[config.mk]
export PLATFORM = sky130hd
export DESIGN_NAME = mac_seq_ctrl
export DESIGN_NICKNAME = d
export VERILOG_FILES = /design/src/rtl/mac_seq_ctrl.sv
export SDC_FILE = /design/constraint.sdc
export NUM_CORES = 1
export LEC_CHECK = 0
export ABC_AREA = 1
export ABC_CLOCK_PERIOD_IN_PS = 4000
export CAP_MARGIN = 20
export CORE_ASPECT_RATIO = 1.1
export CORE_MARGIN = 1.5
export CORE_UTILIZATION = 60
export CTS_BUF_LIST = sky130_fd_sc_hd__clkbuf_16
export CTS_CLUSTER_DIAMETER = 120
export CTS_CLUSTER_SIZE = 16
export DETAILED_ROUTE_END_ITERATION = 8
export DONT_BUFFER_PORTS = 1
export GPL_ROUTABILITY_DRIVEN = 0
export PLACE_DENSITY = 0.84
export SETUP_SLACK_MARGIN = 0.02
export SYNTH_ARGS = -nofsm -noshare
export SYNTH_HDL_FRONTEND = slang
export SYNTH_SLANG_ARGS = --single-unit
[constraint.sdc]
create_clock -name clk -period 4 [get_ports clk]
set_clock_uncertainty 0.1 [all_clocks]
set_input_delay 0.8 -clock clk [delete_from_list [all_inputs] [get_ports clk]]
set_output_delay 0.8 -clock clk [all_outputs]
set_load 0.05 [all_outputs]
[src/rtl/mac_seq_ctrl.sv]
// Radix-4 shift-add multiply-accumulate controller: dot product of len (A, X) pairs, 2 multiplier bits per cycle.
// Latency 1 + len*(M/2+2) cycles with no input stalls; in_ready only in LOAD, result held in DONE until out_ready.
module mac_seq_ctrl #(
    parameter int N     = 8,
    parameter int M     = 8,
    parameter int CNT_W = 8,
    parameter int ACC_W = N + M + 8
) (
    input  logic             clk,
    input  logic             rst,
    input  logic             start,
    input  logic [CNT_W-1:0] len,
    input  logic             in_valid,
    output logic             in_ready,
    input  logic [N-1:0]     A,
    input  logic [M-1:0]     X,
    output logic             busy,
    output logic             out_valid,
    input  logic             out_ready,
    output logic [ACC_W-1:0] ACC
);

    localparam int HALF   = M / 2;
    localparam int STEP_W = (HALF > 1) ? $clog2(HALF) : 1;
    localparam logic [STEP_W-1:0] LAST_STEP = STEP_W'(HALF - 1);

    typedef enum logic [2:0] {IDLE, LOAD, MULT, ACCUM, DONE} state_t;

    state_t             state, next_state;
    logic [N-1:0]       a_r;
    logic [M-1:0]       x_r;
    logic [N+M-1:0]     partial;
    logic [STEP_W-1:0]  step;
    logic [CNT_W-1:0]   remaining;
    logic [N+M-1:0]     pp_lo, pp_hi, pp_step;

    assign in_ready = (state == LOAD);

    always_comb begin
        next_state = state;
        case (state)
            IDLE:  if (start) next_state = (len == '0) ? DONE : LOAD;
            LOAD:  if (in_valid) next_state = MULT;
            MULT:  if (step == LAST_STEP) next_state = ACCUM;
            // remaining is never zero here, so "new remaining == 0" is remaining == 1
            ACCUM: next_state = (remaining == CNT_W'(1)) ? DONE : LOAD;
            DONE:  if (out_ready) next_state = IDLE;
            default: next_state = IDLE;
        endcase
    end

    // One radix-4 digit: A*x[1:0] weighted by 4^step
    always_comb begin
        pp_lo   = (N+M)'(a_r & {N{x_r[0]}});
        pp_hi   = (N+M)'(a_r & {N{x_r[1]}}) << 1;
        pp_step = (pp_lo + pp_hi) << {step, 1'b0};
    end

    always_ff @(posedge clk or posedge rst) begin
        if (rst) begin
            state     <= IDLE;
            busy      <= 1'b0;
            out_valid <= 1'b0;
            ACC       <= '0;
            a_r       <= '0;
            x_r       <= '0;
            partial   <= '0;
            step      <= '0;
            remaining <= '0;
        end else begin
            state     <= next_state;
            busy      <= (next_state != IDLE);
            out_valid <= (next_state == DONE);
            case (state)
                IDLE: begin
                    if (start) begin
                        ACC       <= '0;
                        remaining <= len;
                    end
                end
                LOAD: begin
                    if (in_valid) begin
                        a_r     <= A;
                        x_r     <= X;
                        partial <= '0;
                        step    <= '0;
                    end
                end
                MULT: begin
                    partial <= partial + pp_step;
                    x_r     <= x_r >> 2;
                    step    <= step + STEP_W'(1);
                end
                ACCUM: begin
                    ACC       <= ACC + ACC_W'(partial);
                    remaining <= remaining - CNT_W'(1);
                end
                default: ;
            endcase
        end
    end

endmodule
== Word-level counts from Yosys, hierarchy flattened ==
Index checks and enable logic that the tools add are counted.
Widths: inputs -> output; s select.

* Add/subtract/negate cells: 5
* Equal/unequal tests: 9
* Shifts and indexed selects: 1
* Multiplexer cells: 17
* Bitwise operators: 2
* Reductions and logical operators: 8

{| class="wikitable"
|+ Operator list
! kind !! count
|-
| $pmux 24 s2 || 1
|-
| $pmux 16 s2 || 1
|-
| $pmux 8 s2 || 2
|-
| $add 24x16->24 || 1
|-
| $mux 24 || 1
|-
| $mux 3 || 6
|-
| $add 16x16->16 || 1
|-
| $and 8x8->8 || 2
|-
| $mux 16 || 1
|-
| $mux 8 || 2
|-
| $shl 10x3->16 || 1
|-
| $pmux 3 s5 || 1
|-
| $add 8x9->10 || 1
|-
| $eq 8x1->1 const B || 1
|-
| $logic_not 8->1 || 1
|-
| $sub 8x1->8 const B || 1
|-
| $eq 3x2->1 const B || 2
|-
| $eq 3x3->1 const B || 2
|-
| $reduce_and 2->1 || 3
|-
| $ne 2x2->1 const B || 2
|-
| $pmux 2 s2 || 1
|-
| $reduce_bool 2->1 || 2
|-
| $eq 3x1->1 const B || 1
|-
| $logic_not 3->1 || 1
|-
| 4 further kinds || 4
|}

* Register bits after elaboration: 71
* Word-level logic and storage cells: 51

== Depth between registers and ports, before layout ==
Gate-level depths: netlist of the first run.

* Depth after elaboration: 5
* Depth in mapped cells: 26

== Least setup slack after synthesis of the first run ==
OpenSTA, ideal clock, no wires.

* Path type: reg-to-reg
* From: reg x_r[0]
* To: reg partial[15]
* Setup time: 117 ps
* Data arrival time: 2876 ps
* Required time: 3783 ps
* Slack: 907 ps
* Cell stages (with the launch flop): 26
* Clock period less this slack: 3093 ps
* Cell sequence: dfrtp_1 > clkbuf_1 > nand2_1 > inv_1 > ha_1 > inv_1 > fa_1 > inv_1 > nand3_1 > nand2_1 > a21oi_1 > xor2_1 > nand2_1 > nand3_1 > nand2_1 > ha_1 > nand2_1 > inv_1 > nand2_1 > nand2_1 > nand2_1 > nand2_1 > a21oi_1 > nand3_1 > nand3_1 > nand2_1

* Longest elaborated chain between the ends: 5

{| class="wikitable"
|+ RTL lines
! element !! line !! text
|-
| start, declared || 31 || <nowiki>logic [M-1:0] x_r;</nowiki>
|-
| start signal, assigned || 91 || <nowiki>x_r <= x_r >> 2;</nowiki>
|-
| $and 8x8->8 || 54 || <nowiki>pp_lo = (N+M)'(a_r & {N{x_r[0]}});</nowiki>
|-
| $add 8x9->10 || 56 || <nowiki>pp_step = (pp_lo + pp_hi) << {step, 1'b0};</nowiki>
|-
| $shl 10x3->16 || 56 ||
|-
| $add 16x16->16 || 90 || <nowiki>partial <= partial + pp_step;</nowiki>
|-
| $pmux 16 s2 || 74 || <nowiki>case (state)</nowiki>
|-
| end signal, assigned || 90 ||
|-
| end, declared || 32 || <nowiki>logic [N+M-1:0] partial;</nowiki>
|}

No other way between the ends.
A chain may end at the register's enable or synchronous reset.

== Worst setup path after layout of the first run ==
* From: reg x_r[1]
* To: reg partial[14]

* Longest elaborated chain between the ends: 5

{| class="wikitable"
|+ RTL lines
! element !! line !! text
|-
| $and 8x8->8 || 55 || <nowiki>pp_hi = (N+M)'(a_r & {N{x_r[1]}}) << 1;</nowiki>
|-
| $add 8x9->10 || 56 ||
|-
| $shl 10x3->16 || 56 ||
|-
| $add 16x16->16 || 90 ||
|-
| $pmux 16 s2 || 74 ||
|}

No other way between the ends.

==> flow_metrics.env, run 1 <==
export IMPL_grt_usage_pct=29.4
export IMPL_yosys_top_cells_count="261 x nand2_1, 89 x inv_1, 71 x dfrtp_1, 68 x nor2_1, 66 x nand3_1"
export IMPL_cp_required_ps=4130
export IMPL_relSlewSlack_pct=58.3
export IMPL_synth_area_leaders="dfrtp_1 32%, nand2_1 17%, ha_1 9.1%"
export IMPL_grt_pass1_vias=5332
export IMPL_crit_path_end_kind="flip-flop"
export IMPL_leakagePower_nw=3.26
export IMPL_final_util_pct=67.2
export IMPL_fin_setup_tns_ps=0
export IMPL_die_y_um=105
export IMPL_yosys_warnings=0
export IMPL_cp_top_family="adder cells"
export IMPL_ys_flop_type="dfrtp_1"
export IMPL_wire_per_inst_um=14.7
export IMPL_async_reset_ff_share_pct=100
export IMPL_dp_cells=909
export IMPL_vias_per_cell=5.81
export IMPL_wirelength_um=13600
export IMPL_cts_sinks=71
export IMPL_crit_type="reg2reg"
export IMPL_worstMarginPinSlew_ps=626
export IMPL_start_kind="flip-flop"
export IMPL_detailed_place_hpwl_um=10200
export IMPL_path_clk_slew_ps=60
export IMPL_hold_viol_final=0
export IMPL_crit_arrival_ps=3630
export IMPL_grtUsageMet2_pct=49.7
export IMPL_die_area_um2=9960
export IMPL_met3_usage_pct=5.77
export IMPL_antenna_cells=0
export IMPL_start_util_pct=62.7
export IMPL_maxSlewViolCount=0
export IMPL_grt_max_degree=49
export IMPL_p_total_mw=5.58
export IMPL_hp_class="in2async"
export IMPL_ys_types=51
export IMPL_cts_tree="built"
export IMPL_synth_most_common_cell="nand2_1"
export IMPL_cts_setup_buffers=0
export IMPL_filler_cell_count=740
export IMPL_synth_seq_cells=71
export IMPL_finalNonFillerCells=925
export IMPL_status="complete, no violations"
export IMPL_syn_nets=883
export IMPL_fmax_mhz=286
export IMPL_rsz0062_at_grt="false"
export IMPL_htreeDepth=3
export IMPL_antenna_found_initial=0
export IMPL_avgSynthCellArea_um2=6.94
export IMPL_drcViolationCount=0
export IMPL_portBuffers=0
export IMPL_netlist_instances=810
export IMPL_syn_area_um2=5620
export IMPL_fin_crit_ps=3500
export IMPL_ioPinCount=56
export IMPL_clock_latency_ps=340
export IMPL_cts_resized=0
export IMPL_maxCapViolCount=0
export IMPL_cp_cell_sequence="nand2_1 > inv_1 > ha_1 > inv_1 > fa_1 > inv_1 > nand3_1 > nand2_1 > a21oi_1 > xor2_1 > nand2_1 > nand3_1 > nand2_1 > ha_1 > inv_1 > o21bai_1 > o21bai_1 > a21oi_1 > nand3_1 > nand3_1 > nand2_1"
export IMPL_cpPeakStageDelay_ps=540
export IMPL_antenna_left=0
export IMPL_root_buffer="clkbuf_16"
export IMPL_grt_met1_usage_pct=34.9
export IMPL_slowest_stage="dfrtp_1"
export IMPL_yosysTopAreaCell="dfrtp_1"
export IMPL_fin_nets=879
export IMPL_drive_gt1_share_pct=7.03
export IMPL_syn_to_final_growth_pct=7.14
export IMPL_cts_buffers=9
export IMPL_power_density_nw_per_um2=927
export IMPL_crit_fanout=11
export IMPL_yosysTopAreaCellShare_pct=31.6
export IMPL_cts_hold_buf=0
export IMPL_clk_path_buf_depth=2
export IMPL_synth_edff_count=0
export IMPL_die_x_um=95.3
export IMPL_coreArea_um2=8960
export IMPL_peakVddDrop_uv=473
export IMPL_path_buf_inv=4
export IMPL_vias=5371
export IMPL_period_share_pct=87.5
export IMPL_first_pass_iters=6
export IMPL_num_rows=36
export IMPL_ys_seq_area_share_pct=31.6
export IMPL_busiest_layer="met2"
export IMPL_grt_first_pass_wirelength_um=23400
export IMPL_setup_viol=0
export IMPL_initialDrtViolationCount=241
export IMPL_crit_top_cell="nand2_1"
export IMPL_overflow=0
[placed cells by master (no fill, tap or decap), drive strengths merged, types with 2 or more instances in the layout]
cell / count
a211oi: 2
a21o: 2
a21oi: 45
a221oi: 4
a22o: 4
a32o: 3
and2: 3
buf: 2
bufinv: 3
clkbuf: 9
clkinv: 2
dfrtp: 71
fa: 3
ha: 41
inv: 100
mux2: 8
nand2: 265
nand3: 70
nand3b: 3
nand4: 7
nor2: 70
nor3: 12
nor4: 2
o211ai: 5
o21a: 2
o21ai: 49
o21bai: 3
o221ai: 2
or2: 6
xor2: 6
[final timing paths]
check                             start      endpoint  slack (ps)  cells after the start
setup / recovery                 x_r[1]   partial[14]         500                     21
hold / removal                      rst  remaining[1]         270                      1
setup reg to reg                 x_r[1]   partial[14]         500                     21
hold reg to reg            remaining[1]  remaining[1]         420                      2
max in group asynchronous           rst   partial[10]        2530                      2
min in group clk           remaining[1]  remaining[1]         420                      2
[final cells by class]
type	instances	area, um2	share of cell area (%)
Multi-Input combinational cell	623	3370	55.9
Sequential cell	71	1780	29.5
Inverter	99	374	6.21
Clock buffer	9	225	3.74
Tap cell	114	143	2.37
Clock inverter	7	120	1.99
Timing Repair Buffer	2	15.0	0.249
[cell families (layout without fill, tap and decap cells)]
family	count (synthesis)	in the layout	synth area share, %
xor+xnor	7	7	1.09
compound gates	124	124	13.4
flops	71	71	31.6
fa+ha+maj	44	44	10.2
buf+inv	116	117	8.46
mux	8	8	1.87
simple gates	440	440	33.4
[where the power goes]
group	switching, mW	total (mW)	internal (mW)
combinational	2.00	3.11	1.11
clock	0.327	0.938	0.611
sequential	0.550	1.53	0.983
total	2.88	5.58	2.70
[per-stage QoR]
step / cell area, um2 / setup slack [ps] / hold slack [ps]
after global placement: 5680 / 784 / 380
final: 6020 / 500 / 270
after detailed placement: 5680 / 583 / 386
after global routing: 6020 / 156 / 320
after floorplan: 5620 / 907 / 359
after CTS: 6020 / 519 / 286
[sequential cells by signal (all words and copies together) (netlist names)]
signal and count:
state 3, out_valid 1, x_r 8, a_r 8
remaining 8, busy 1, ACC 24, step 2
partial 16
[metal layers]
metal / vias up / part of all wire, %
li1: 2648 / -
met1: 2477 / 41
met2: 203 / 50
met3: 43 / 6.0
met4: 0 / 3.2
met5: - / 0
(Power assumes the default switching activity.)
==> run 2: changes to the inputs <==
CORE_MARGIN = 2   (was 1.5)
==> run 2 against run 1 <==
Sequential power barely moved. Via count rose by 1.6%. Routed wire length rose by 2.1%. Setup slack improved by 59 ps. Die area rose by 2.0%. Utilization fell by 2.2 points. Cell count rose by 0.43%. Critical path depth did not move. Global-route usage fell by 0.36 points.
==> flow_metrics.env, run 2 (same netlist as run 1, synthesis figures left out) <==
export IMPL_cp_required_ps=4130
export IMPL_fin_setup_tns_ps=0
export IMPL_cts_sinks=71
export IMPL_first_pass_iters=5
export IMPL_syn_to_final_growth_pct=6.50
export IMPL_crit_path_end_kind="flip-flop"
export IMPL_largest_register_ffs=24
export IMPL_reg2regPathDepth=21
export IMPL_portBuffers=0
export IMPL_clock_latency_ps=340
export IMPL_drive_gt1_share_pct=7.02
export IMPL_relSlewSlack_pct=59.9
export IMPL_path_buf_inv=4
export IMPL_final_util_pct=65.0
export IMPL_grt_pass1_vias=5321
export IMPL_start_kind="flip-flop"
export IMPL_crit_arrival_ps=3570
export IMPL_worstMarginPinSlew_ps=602
export IMPL_antenna_left=0
export IMPL_antenna_cells=0
export IMPL_grt_max_degree=32
export IMPL_ioPinCount=56
export IMPL_r2r_start="x_r[0]"
export IMPL_antenna_found_initial=0
export IMPL_cp_endpoint="partial[15]"
export IMPL_regToRegSetupSlack_ps=560
export IMPL_clk_path_buf_depth=2
export IMPL_cts_buffers=9
export IMPL_coreArea_um2=9210
export IMPL_grt_first_pass_wirelength_um=23300
export IMPL_fin_crit_ps=3440
export IMPL_vias_per_cell=5.88
export IMPL_cts_tree="built"
export IMPL_fmax_mhz=291
export IMPL_maxCapViolCount=0
export IMPL_die_x_um=96.3
export IMPL_crit_type="reg2reg"
export IMPL_cts_resized=0
export IMPL_die_area_um2=10200
export IMPL_grt_usage_pct=29.0
export IMPL_num_rows=37
export IMPL_setup_viol=0
export IMPL_final_common_cell="nand2_1"
export IMPL_place_ws_ps=663
export IMPL_reg_top3="ACC (24), partial (16)"
export IMPL_cp_depth=21
export IMPL_fin_nets=880
export IMPL_peakVddDrop_uv=421
export IMPL_cp_cell_sequence="nand2_1 > inv_1 > ha_1 > inv_1 > fa_1 > inv_1 > nand3_1 > nand2_1 > nand2_1 > nand3_1 > nand3_1 > o21ai_0 > ha_1 > nand2_1 > inv_1 > a21oi_1 > nand2_1 > a21oi_1 > nand3_1 > nand3_1 > nand2_1"
export IMPL_power_density_nw_per_um2=922
export IMPL_initialDrtViolationCount=358
export IMPL_htreeDepth=3
export IMPL_cts_hold_buf=0
export IMPL_crit_top_cell="nand2_1"
export IMPL_start_util_pct=61.0
export IMPL_status="complete, no violations"
export IMPL_hold_viol_final=0
export IMPL_die_y_um=106
export IMPL_cpPeakStageDelay_ps=520
export IMPL_regMostFlops="ACC"
export IMPL_worst_slack_ps=560
export IMPL_drcViolationCount=0
export IMPL_crit_fanout=9
export IMPL_root_buffer="clkbuf_16"
export IMPL_timing_critical_path_from="x_r[0]"
export IMPL_wirelength_um=13900
export IMPL_timing_rr_end="partial[15]"
export IMPL_period_share_pct=86.0
export IMPL_overflow=0
export IMPL_leakagePower_nw=3.25
export IMPL_path_clk_slew_ps=60
export IMPL_filler_cell_count=769
export IMPL_hp_class="in2async"
export IMPL_wire_per_inst_um=14.9
export IMPL_detailed_place_hpwl_um=10600
export IMPL_maxSlewViolCount=0
export IMPL_cp_top_family="simple AND/OR/NAND/NOR gates"
export IMPL_mostFrequentLayoutCells="261 x nand2_1, 89 x inv_1, 71 x dfrtp_1, 68 x nor2_1, 66 x nand3_1"
export IMPL_slowest_stage="dfrtp_1"
export IMPL_rsz0062_at_grt="false"
export IMPL_vias=5459
export IMPL_cts_setup_buffers=0
-- run 2: through the flow --
stage	hold slack (ps)	total power, mW	cells	area (um2)
floorplan	359	3.97	810	5620
global placement	378	4.46	913	5690
detailed placement	404	4.61	913	5690
CTS	230	5.46	929	5990
global route	244	6.04	929	5990
finish	222	5.52	929	5990
-- run 2: how the worst min path moves through the flow --
stage	startpoint	endpoint	cells after the start
after detailed placement	remaining[1]	remaining[1]	2
after CTS	rst	a_r[2]	1
after global placement	remaining[1]	remaining[1]	2
after floorplan	remaining[1]	remaining[1]	2
final	rst	a_r[2]	1
after global routing	rst	a_r[2]	1
-- run 2: layer usage --
metal	global-route usage (%)	part of all wire [%]
met5	0	0
met4	15.4	4.6
met3	5.79	5.6
met2	49.5	49
met1	33.7	41
-- run 2: final cells by class --
class	count	area, um2	area share, %
Multi-Input combinational cell	623	3370	56.3
Sequential cell	71	1780	29.7
Inverter	99	374	6.25
Clock buffer	9	225	3.76
Tap cell	117	146	2.45
Clock inverter	7	72.6	1.21
Timing Repair Buffer	3	22.5	0.376
-- run 2: power by group --
group | internal [mW] | switching [mW]
clock | 0.485 | 0.335
sequential | 0.983 | 0.548
combinational | 1.11 | 2.05
total | 2.58 | 2.94
